===== config.mk =====
export PLATFORM = sky130hd
export DESIGN_NAME = ntt_result_drain
export DESIGN_NICKNAME = d
export VERILOG_FILES = /design/src/rtl/ntt_pkg.sv /design/src/rtl/ntt_drain_fifo.sv /design/src/rtl/ntt_result_drain.sv
export SDC_FILE = /design/constraint.sdc
export NUM_CORES = 1
export LEC_CHECK = 0
export CAP_MARGIN = 10
export CORE_AREA = 3 3 179 181
export DETAILED_ROUTE_END_ITERATION = 12
export DIE_AREA = 0 0 182 184
export PLACE_DENSITY = 0.51
export SYNTH_ARGS = -nofsm -noshare
export SYNTH_HDL_FRONTEND = slang
export SYNTH_SLANG_ARGS = --single-unit

===== constraint.sdc =====
create_clock -name clk -period 3.9 [get_ports clk]
set_input_delay 0.78 -clock clk [delete_from_list [all_inputs] [get_ports clk]]
set_output_delay 0.78 -clock clk [all_outputs]
set_load 0.01 [all_outputs]

===== src/rtl/ntt_pkg.sv =====
// Shared types and default sizes for the NTT result drain stage.
package ntt_pkg;

  localparam int NTT_N  = 64;
  localparam int NTT_DW = 64;

  typedef logic [NTT_DW-1:0] ntt_word_t;

  typedef enum logic [1:0] {
    IDLE,
    READ,
    FLUSH,
    DONE
  } drain_state_t;

endpackage


===== src/rtl/ntt_drain_fifo.sv =====
// First-word-fall-through synchronous FIFO holding result words plus their last tag.
module ntt_drain_fifo
  import ntt_pkg::*;
#(
  parameter int W = NTT_DW + 1,
  parameter int D = 4,
  localparam int PW = (D > 1) ? $clog2(D) : 1,
  localparam int CW = $clog2(D + 1)
) (
  input  logic          clk,
  input  logic          rst,
  input  logic          push,
  input  logic          pop,
  input  logic [W-1:0]  din,
  output logic [W-1:0]  dout,
  output logic          empty,
  output logic [CW-1:0] count
);

  logic [W-1:0]  r_mem [D];
  logic [PW-1:0] r_wptr;
  logic [PW-1:0] r_rptr;
  logic [CW-1:0] r_count;

  function automatic logic [PW-1:0] nextPtr(input logic [PW-1:0] p);
    return (p == PW'(D - 1)) ? '0 : p + PW'(1);
  endfunction

  // Storage array; contents need no reset since the count gates visibility.
  always_ff @(posedge clk) begin
    if (push) r_mem[r_wptr] <= din;
  end

  // Pointer and occupancy tracking; a push and pop together leave the count alone.
  always_ff @(posedge clk or negedge rst) begin
    if (!rst) begin
      r_wptr  <= '0;
      r_rptr  <= '0;
      r_count <= '0;
    end else begin
      if (push) r_wptr <= nextPtr(r_wptr);
      if (pop)  r_rptr <= nextPtr(r_rptr);
      case ({push, pop})
        2'b10:   r_count <= r_count + CW'(1);
        2'b01:   r_count <= r_count - CW'(1);
        default: r_count <= r_count;
      endcase
    end
  end

  assign dout  = r_mem[r_rptr];
  assign empty = (r_count == '0);
  assign count = r_count;

endmodule


===== src/rtl/ntt_result_drain.sv =====
// Reads the N-word NTT result out of the data BRAM and streams it on valid/ready.
module ntt_result_drain
  import ntt_pkg::*;
#(
  parameter int N      = NTT_N,
  parameter int DW     = NTT_DW,
  parameter int AW     = 10,
  parameter int RD_LAT = 3,
  parameter int FDEPTH = 4
) (
  input  logic          clk,
  input  logic          rst,
  input  logic          ntt_done,
  output logic [AW-1:0] BRAM_addr_2,
  output logic          BRAM_clk_2,
  output logic          BRAM_en_2,
  input  logic [DW-1:0] BRAM_dout_2,
  output logic [DW-1:0] m_tdata,
  output logic          m_tvalid,
  input  logic          m_tready,
  output logic          m_tlast,
  output logic          busy,
  output logic          drain_done
);

  localparam int IW = $clog2(N) + 1;
  localparam int CW = $clog2(FDEPTH + 1);
  localparam int OW = $clog2(FDEPTH + RD_LAT + 1) + 1;

  drain_state_t    r_state;
  drain_state_t    w_next;
  logic            r_done_q;
  logic            w_start;
  logic [IW-1:0]   r_rd_idx;
  logic [RD_LAT-1:0] r_vld_sr;
  logic [RD_LAT-1:0] r_tag_sr;
  logic            w_issue;
  logic            w_last_idx;
  logic            w_push;
  logic            w_pop;
  logic            w_empty;
  logic [CW-1:0]   w_count;
  logic [OW-1:0]   w_inflight;
  logic [OW-1:0]   w_occupancy;
  logic [DW:0]     w_fifo_dout;

  assign w_start    = ntt_done & ~r_done_q;
  assign w_last_idx = (r_rd_idx == IW'(N - 1));
  assign w_pop      = m_tvalid & m_tready;
  assign w_push     = r_vld_sr[RD_LAT-1];

  // Remember last ntt_done level so only a rising edge starts a drain.
  always_ff @(posedge clk or negedge rst) begin
    if (!rst) r_done_q <= 1'b0;
    else      r_done_q <= ntt_done;
  end

  // Drain state register.
  always_ff @(posedge clk or negedge rst) begin
    if (!rst) r_state <= IDLE;
    else      r_state <= w_next;
  end

  // Reserved FIFO slots: words already queued plus reads still in the BRAM pipeline.
  always_comb begin
    w_inflight = '0;
    for (int i = 0; i < RD_LAT; i++) begin
      w_inflight = w_inflight + OW'(r_vld_sr[i]);
    end
    w_occupancy = OW'(w_count) + w_inflight;
  end

  // Next state and issue decision; a slot freed by this cycle's pop counts as a credit,
  // which is what lets the drain sustain one word per cycle.
  always_comb begin
    w_next  = r_state;
    w_issue = 1'b0;
    case (r_state)
      IDLE:  if (w_start) w_next = READ;
      READ: begin
        w_issue = (w_occupancy < (OW'(FDEPTH) + OW'(w_pop)));
        if (w_issue && w_last_idx) w_next = FLUSH;
      end
      FLUSH: if (w_pop && m_tlast) w_next = DONE;
      DONE:  if (!ntt_done) w_next = IDLE;
      default: w_next = IDLE;
    endcase
  end

  // Read index: restarts at zero on every accepted start, advances on each issue.
  always_ff @(posedge clk or negedge rst) begin
    if (!rst)                            r_rd_idx <= '0;
    else if (r_state == IDLE && w_start) r_rd_idx <= '0;
    else if (w_issue)                    r_rd_idx <= r_rd_idx + IW'(1);
  end

  // Valid and last-tag pipeline that lines up with the BRAM read latency.
  always_ff @(posedge clk or negedge rst) begin
    if (!rst) begin
      r_vld_sr <= '0;
      r_tag_sr <= '0;
    end else begin
      r_vld_sr <= (r_vld_sr << 1) | RD_LAT'(w_issue);
      r_tag_sr <= (r_tag_sr << 1) | RD_LAT'(w_issue & w_last_idx);
    end
  end

  ntt_drain_fifo #(
    .W (DW + 1),
    .D (FDEPTH)
  ) u_fifo (
    .clk   (clk),
    .rst   (rst),
    .push  (w_push),
    .pop   (w_pop),
    .din   ({r_tag_sr[RD_LAT-1], BRAM_dout_2}),
    .dout  (w_fifo_dout),
    .empty (w_empty),
    .count (w_count)
  );

  assign BRAM_clk_2  = clk;
  assign BRAM_en_2   = w_issue;
  assign BRAM_addr_2 = w_issue ? AW'({r_rd_idx, 2'b00}) : '0;

  assign m_tvalid   = ~w_empty;
  assign m_tdata    = w_fifo_dout[DW-1:0];
  assign m_tlast    = ~w_empty & w_fifo_dout[DW];
  assign busy       = (r_state == READ) || (r_state == FLUSH);
  assign drain_done = (r_state == DONE);

endmodule


; After elaboration in Yosys (flattened, before gate mapping)
; Memory sizes are Yosys's and may differ from the RTL's.
; Cells that the tools add are included.
[word_totals]
reg_bits = 23
latchBits = 0
ramBits = 260
romBits = 0
input_bits = 68
output_inout_bits = 80
elab_cells = 62
mem_count = 1
[op_classes]
add_sub_neg = 9
multipliers = 0
div = 0
n_lt_le_gt_ge = 1
n_eq_ne = 12
shifts = 0
muxes = 14
bitwise = 8
n_reduce_logical = 9
[mem_list]
columns = name, depth, width, rd, rd_ports_with_merged_regs, write_ports, line
row1 = u_fifo.r_mem, 4, 65, 1, 0, 1, ntt_drain_fifo.sv:20  ; logic [W-1:0] r_mem [D];
[op_table]
columns = op, count
row1 = $mux 7, 2
row2 = $mux 2, 6
row3 = $eq 2x2->1 const B, 5
row4 = $mux 9, 1
row5 = $ne 2x2->1 const B, 4
row6 = $pmux 2 s4, 1
row7 = $add 7x1->7 const B, 1
row8 = $eq 7x6->1 const B, 1
row9 = $or 3x1->3, 2
row10 = $pmux 3 s2, 1
row11 = $add 2x1->2 const B, 2
row12 = $add 3x1->4 const A, 1
row13 = $add 3x3->4, 1
row14 = $and 1x1->1, 4
row15 = $eq 2x1->1 const B, 2
row16 = $lt 4x4->1, 1
row17 = $reduce_and 4->1, 1
row18 = $reduce_bool 2->1, 2
row19 = $add 2x1->3, 1
row20 = $add 3x1->3 const B, 1
row21 = $logic_and 1x1->1, 3
row22 = $logic_not 3->1, 1
row23 = $mux 1, 3
row24 = $sub 3x1->3 const B, 1
row25 = other kinds (4), 5

; Logic depth before layout (Yosys ltp)
[logic_depth]
depth_word = 8
depth_mapped = 9
depth_no_buf = 9

; Hierarchy
; A second synthesis with hierarchy kept.
[hier_totals]
cells_unflattened = 470
hier_area_um2 = 10797.9
[by_module_without_submodules]
columns = mod, n_inst, cells_each, area_per_inst_um2, seq_area_each_um2
row1 = ntt_drain_fifo, 1, 377, 9826.9, 7982.7
row2 = ntt_result_drain, 1, 93, 970.9, 400.4

==> results.md <==
Run status:
- The flow ran to the end, and the final reports show no timing, DRC or antenna violations.

Worst setup path:
- The flop-to-flop setup slack is 0.88 ns.
- The critical path's slowest cell is sky130_fd_sc_hd__fa_1.
- The signal on the critical path passes through fa_1 > ha_2 > inv_2 > fa_2 > xor2_2 > a31oi_4 > buf_6 > nor2_4 > and2_1 > buf_2.
- On the worst path, the slowest cell contributes a delay of 0.50 ns.
- The endpoint arrival time on the critical path is 3.03 ns.
- The type of destination of the critical path is an output pin.
- The peak fanout along the critical path is 4.
- The required time at the worst-slack endpoint is 3.12 ns.
- STA classifies the critical path startpoint as a register.
- In this run the number of cells on the critical path is 10.
- The number of buffers and inverters on the critical path is 3.
- The kind of critical path is register to output pin.
- The cell class contributing the biggest share of worst-path delay is adder cells.
- The worst register-to-register path has a depth of 9.

Power and ir drop:
- In this run the static leakage power is 0.00455 µW.
- The maximum ir drop on the vdd rail is 0.342 mV.
- In this run the power density over the cells is 722 mW/mm².
- Total power for the finished layout comes to 9920 µW.

Die:
- The die height is 184 µm.
- The effective utilization at floorplan is 0.350.
- In this run the standard cell core region covers 0.0306 mm².
- 148 I/O pins were placed.
- The site row count is 64.
- The overall die area is 0.0335 mm².
- Measured along the x axis, the die boundary spans 182 µm.

Synthesis:
- By count the netlist is led by sky130_fd_sc_hd__edfxtp_1, sky130_fd_sc_hd__mux4_2, sky130_fd_sc_hd__dfrtp_1.
- Counting flops with a built-in enable in the synthesized netlist gives 260.
- The number of unique standard cell types used by synthesis is 37.
- For this run, asynchronously set or reset flops after synthesis account for 0.0813.
- Among all flip-flop cells after synthesis, the most frequent one is sky130_fd_sc_hd__edfxtp_1.
- The average footprint of a synthesized cell is 23.0 µm².
- In this run the cell area of the synthesized design comes to 0.0107 mm².
- In the post-synthesis netlist, the biggest area contributors are sky130_fd_sc_hd__edfxtp_1, sky130_fd_sc_hd__mux4_2, sky130_fd_sc_hd__dfrtp_1, sky130_fd_sc_hd__ha_1, sky130_fd_sc_hd__and2_1.
- The area share of the largest cell type after synthesis is 0.730.
- Yosys printed 0 warnings.
- The post-synthesis cell count is 466.
- sky130_fd_sc_hd__edfxtp_1 is the most common cell in the netlist.
- The post-synthesis sequential area ratio is 0.784.
- The largest area contributor in the netlist is sky130_fd_sc_hd__edfxtp_1.
- The synthesized design contains 283 register bits.

Place:
- In this run the cell area measured after placement is 0.0126 mm².
- The quantity of I/O buffers inserted on ports is 144.
- The half-perimeter wire length after placement is 12,400 µm.
- The last weighted congestion value of the routability-driven placer is 0.730.

Layout:
- The multi-input combinational cells in the finished layout cover a total of 0.00222 mm².
- Of the cells placed in the final design, the portion with a size suffix greater than 1 is 0.226.
- The layout net count is 723.
- The final core utilization is 0.449.
- The count of fill cells added during filler insertion is 2,588.
- After routing the design area is 0.0137 mm².
- From synthesis to final layout, the design area changed by 28.4%.
- Across the whole layout, storage elements account for 0.00839 mm².

Routing:
- In the final routed layout, each cell accounts on average for 20.0 µm.
- The detailed-route vias per instance is 4.81.
- For this run, design rule violations remaining after detail routing come to 0.
- The number of detailed-route iterations in the first pass is 4.
- The starting DRC count in detailed routing is 311.
- The routed layout has 5,083 vias.
- The number of antenna-violating nets in the routed design is 0.
- The final routed wirelength across all metal layers is 21,100 µm.

Worst hold path:
- The type of the worst min-delay path is register to register.
- The worst hold path was traced through 0 stages.

Global routing:
- The maximum number of pins on one net before global-route repair is 66.
- The total grt overflow is 0.
- The via count of the first global-routing pass came to 5,666.
- The overall routing resource usage is 0.127.
- The initial antenna violation count is 1.
- The first global-routing pass estimated 32,800 µm of wire.

Timing:
- The final worst clock skew is 0.00864 ns.
- Based on the critical path, the design can be clocked at up to 263 MHz.
- Setup repair after global routing could not meet its margin everywhere.
- The max-slew violation count is 0.
- Adding up every negative setup slack in the final design gives 0 ns.
- Setup violations remaining at the end of the flow were counted as 0.
- The smallest clock period supported by the final layout is computed as 3.81 ns.
- The share of the clock period used by the worst path after layout is 0.976.
- The final number of hold-violating endpoints is 0.
- The worst-margin pin slew is 1.07 ns.
- The headroom to the max-slew limit is 0.285.

Clocking:
- The clock transition at the register clock pins on the worst setup and hold paths after CTS is 0.06 ns.
- The TritonCTS clock tree is done.
- The insertion delay of the later-clocked pin in the worst-skew pair is 0.64 ns.

Job:
- Across the run, the number of max-cap violations was 0.
-- cell usage in the layout, fill, tap and decap left out, types with 2 or more instances in the layout --
cell type,Yosys,layout
sky130_fd_sc_hd__edfxtp_1,260,260
sky130_fd_sc_hd__clkdlybuf4s50_1,0,136
sky130_fd_sc_hd__mux4_2,65,65
sky130_fd_sc_hd__clkbuf_16,0,34
sky130_fd_sc_hd__dfrtp_1,23,21
sky130_fd_sc_hd__inv_1,13,12
sky130_fd_sc_hd__ha_1,13,12
sky130_fd_sc_hd__nor2_1,10,10
sky130_fd_sc_hd__nand2_1,9,9
sky130_fd_sc_hd__xnor2_1,8,8
sky130_fd_sc_hd__and2_4,0,7
sky130_fd_sc_hd__clkinv_1,0,7
sky130_fd_sc_hd__buf_4,4,6
sky130_fd_sc_hd__and2_1,12,5
sky130_fd_sc_hd__clkinv_2,0,5
sky130_fd_sc_hd__clkbuf_2,0,5
sky130_fd_sc_hd__nor4b_1,4,4
sky130_fd_sc_hd__bufinv_16,0,4
sky130_fd_sc_hd__clkbuf_1,7,4
sky130_fd_sc_hd__o21ai_0,3,3
sky130_fd_sc_hd__conb_1,1,3
sky130_fd_sc_hd__a21oi_1,2,2
sky130_fd_sc_hd__nor2_4,0,2
sky130_fd_sc_hd__mux2_2,2,2
sky130_fd_sc_hd__fa_1,3,2
sky130_fd_sc_hd__buf_2,7,2
sky130_fd_sc_hd__buf_12,0,2
sky130_fd_sc_hd__dfrtp_4,0,2
-- worst reg2reg max path: stages (launching register included) --
cell and delay [ns]:
sky130_fd_sc_hd__dfrtp_1 0.43, sky130_fd_sc_hd__fa_1 0.51, sky130_fd_sc_hd__ha_2 0.18, sky130_fd_sc_hd__inv_2 0.04
sky130_fd_sc_hd__fa_2 0.54, sky130_fd_sc_hd__a31oi_4 0.12, sky130_fd_sc_hd__buf_4 0.19, sky130_fd_sc_hd__o31ai_2 0.34
sky130_fd_sc_hd__and3_4 0.26, sky130_fd_sc_hd__mux2_4 0.30
-- per-layer routing --
layer  share of wire  track usage
met1            0.42        0.164
met2            0.50        0.212
met3           0.058       0.0305
met4           0.026       0.0481
met5         0.00062            0
-- final timing paths --
| kind | endpoint | from |
|---|---|---|
| worst max-delay path | BRAM_addr_2[6] | u_fifo.count[0]$_DFFE_PN0P_ |
| worst min-delay path | r_tag_sr[1]$_DFF_PN0_ | r_tag_sr[0]$_DFF_PN0_ |
| worst max register to register | r_state[1]$_DFFE_PN0P_ | u_fifo.count[0]$_DFFE_PN0P_ |
| worst min register to register | r_tag_sr[1]$_DFF_PN0_ | r_tag_sr[0]$_DFF_PN0_ |
| max in group asynchronous | u_fifo.r_rptr[1]$_DFFE_PN0N_ | rst |
| min in group asynchronous | r_rd_idx[3]$_DFFE_PN0P_ | rst |
-- logic make-up (layout without fill, tap and decap cells) --
logic type / after synthesis / in the layout / share of synthesized area
xor gates and xnor gates: 10 / 10 / 0.00819
and+or+nand+nor: 44 / 45 / 0.0228
AOI/OAI and AO/OA: 11 / 11 / 0.00936
adders and majority gates: 16 / 16 / 0.0208
buffers and inverters: 32 / 222 / 0.0135
muxes: 69 / 69 / 0.141
DFF: 283 / 283 / 0.784
other: 1 / 4 / 0.000351
-- report_power, final --
part	switching (µW)	total [µW]	internal, µW
clock network	1090	2930	1840
logic	1260	2990	1730
registers	334	3990	3660
total	2690	9920	7230
-- layout make-up --
type / count / share of cell area
well taps: 396 / 0.0361
flip-flops and latches: 283 / 0.611
multi-input cells: 154 / 0.162
diodes: 1 / 0.000182
inverters: 13 / 0.00355
clock buffers: 39 / 0.0638
clock inverters: 17 / 0.0130
repair buffers: 153 / 0.111
-- flip-flops by register name, indices dropped and copies added, names as in the netlist --
signal and cells:
r_state 2, r_done_q 1, u_fifo.r_mem 260, r_rd_idx 7
u_fifo.r_rptr 2, u_fifo.count 3, r_vld_sr 3, r_tag_sr 3
u_fifo.r_wptr 2
-- through the flow --
step / std cells / hold slack, ns / worst slack (ns)
after floorplan: 468 / 0.331 / 0.778
after global placement: 996 / 0.332 / 0.312
after CTS: 1054 / 0.356 / 0.00469
after detailed placement: 996 / 0.343 / 0.204
final: 1056 / 0.351 / 0.0941
after global routing: 1055 / 0.369 / -0.0456
-- timing repair --
item	4_1_cts	5_1_grt
setup buffers	2	0
gates cloned	1	0
hold buffers	0	0
endpoints found under the setup margin	8	8
gates resized for setup	28	7
pin swaps	6	4
hold endpoints to repair	0	0
No activity file was read; power rests on OpenSTA's default activity.
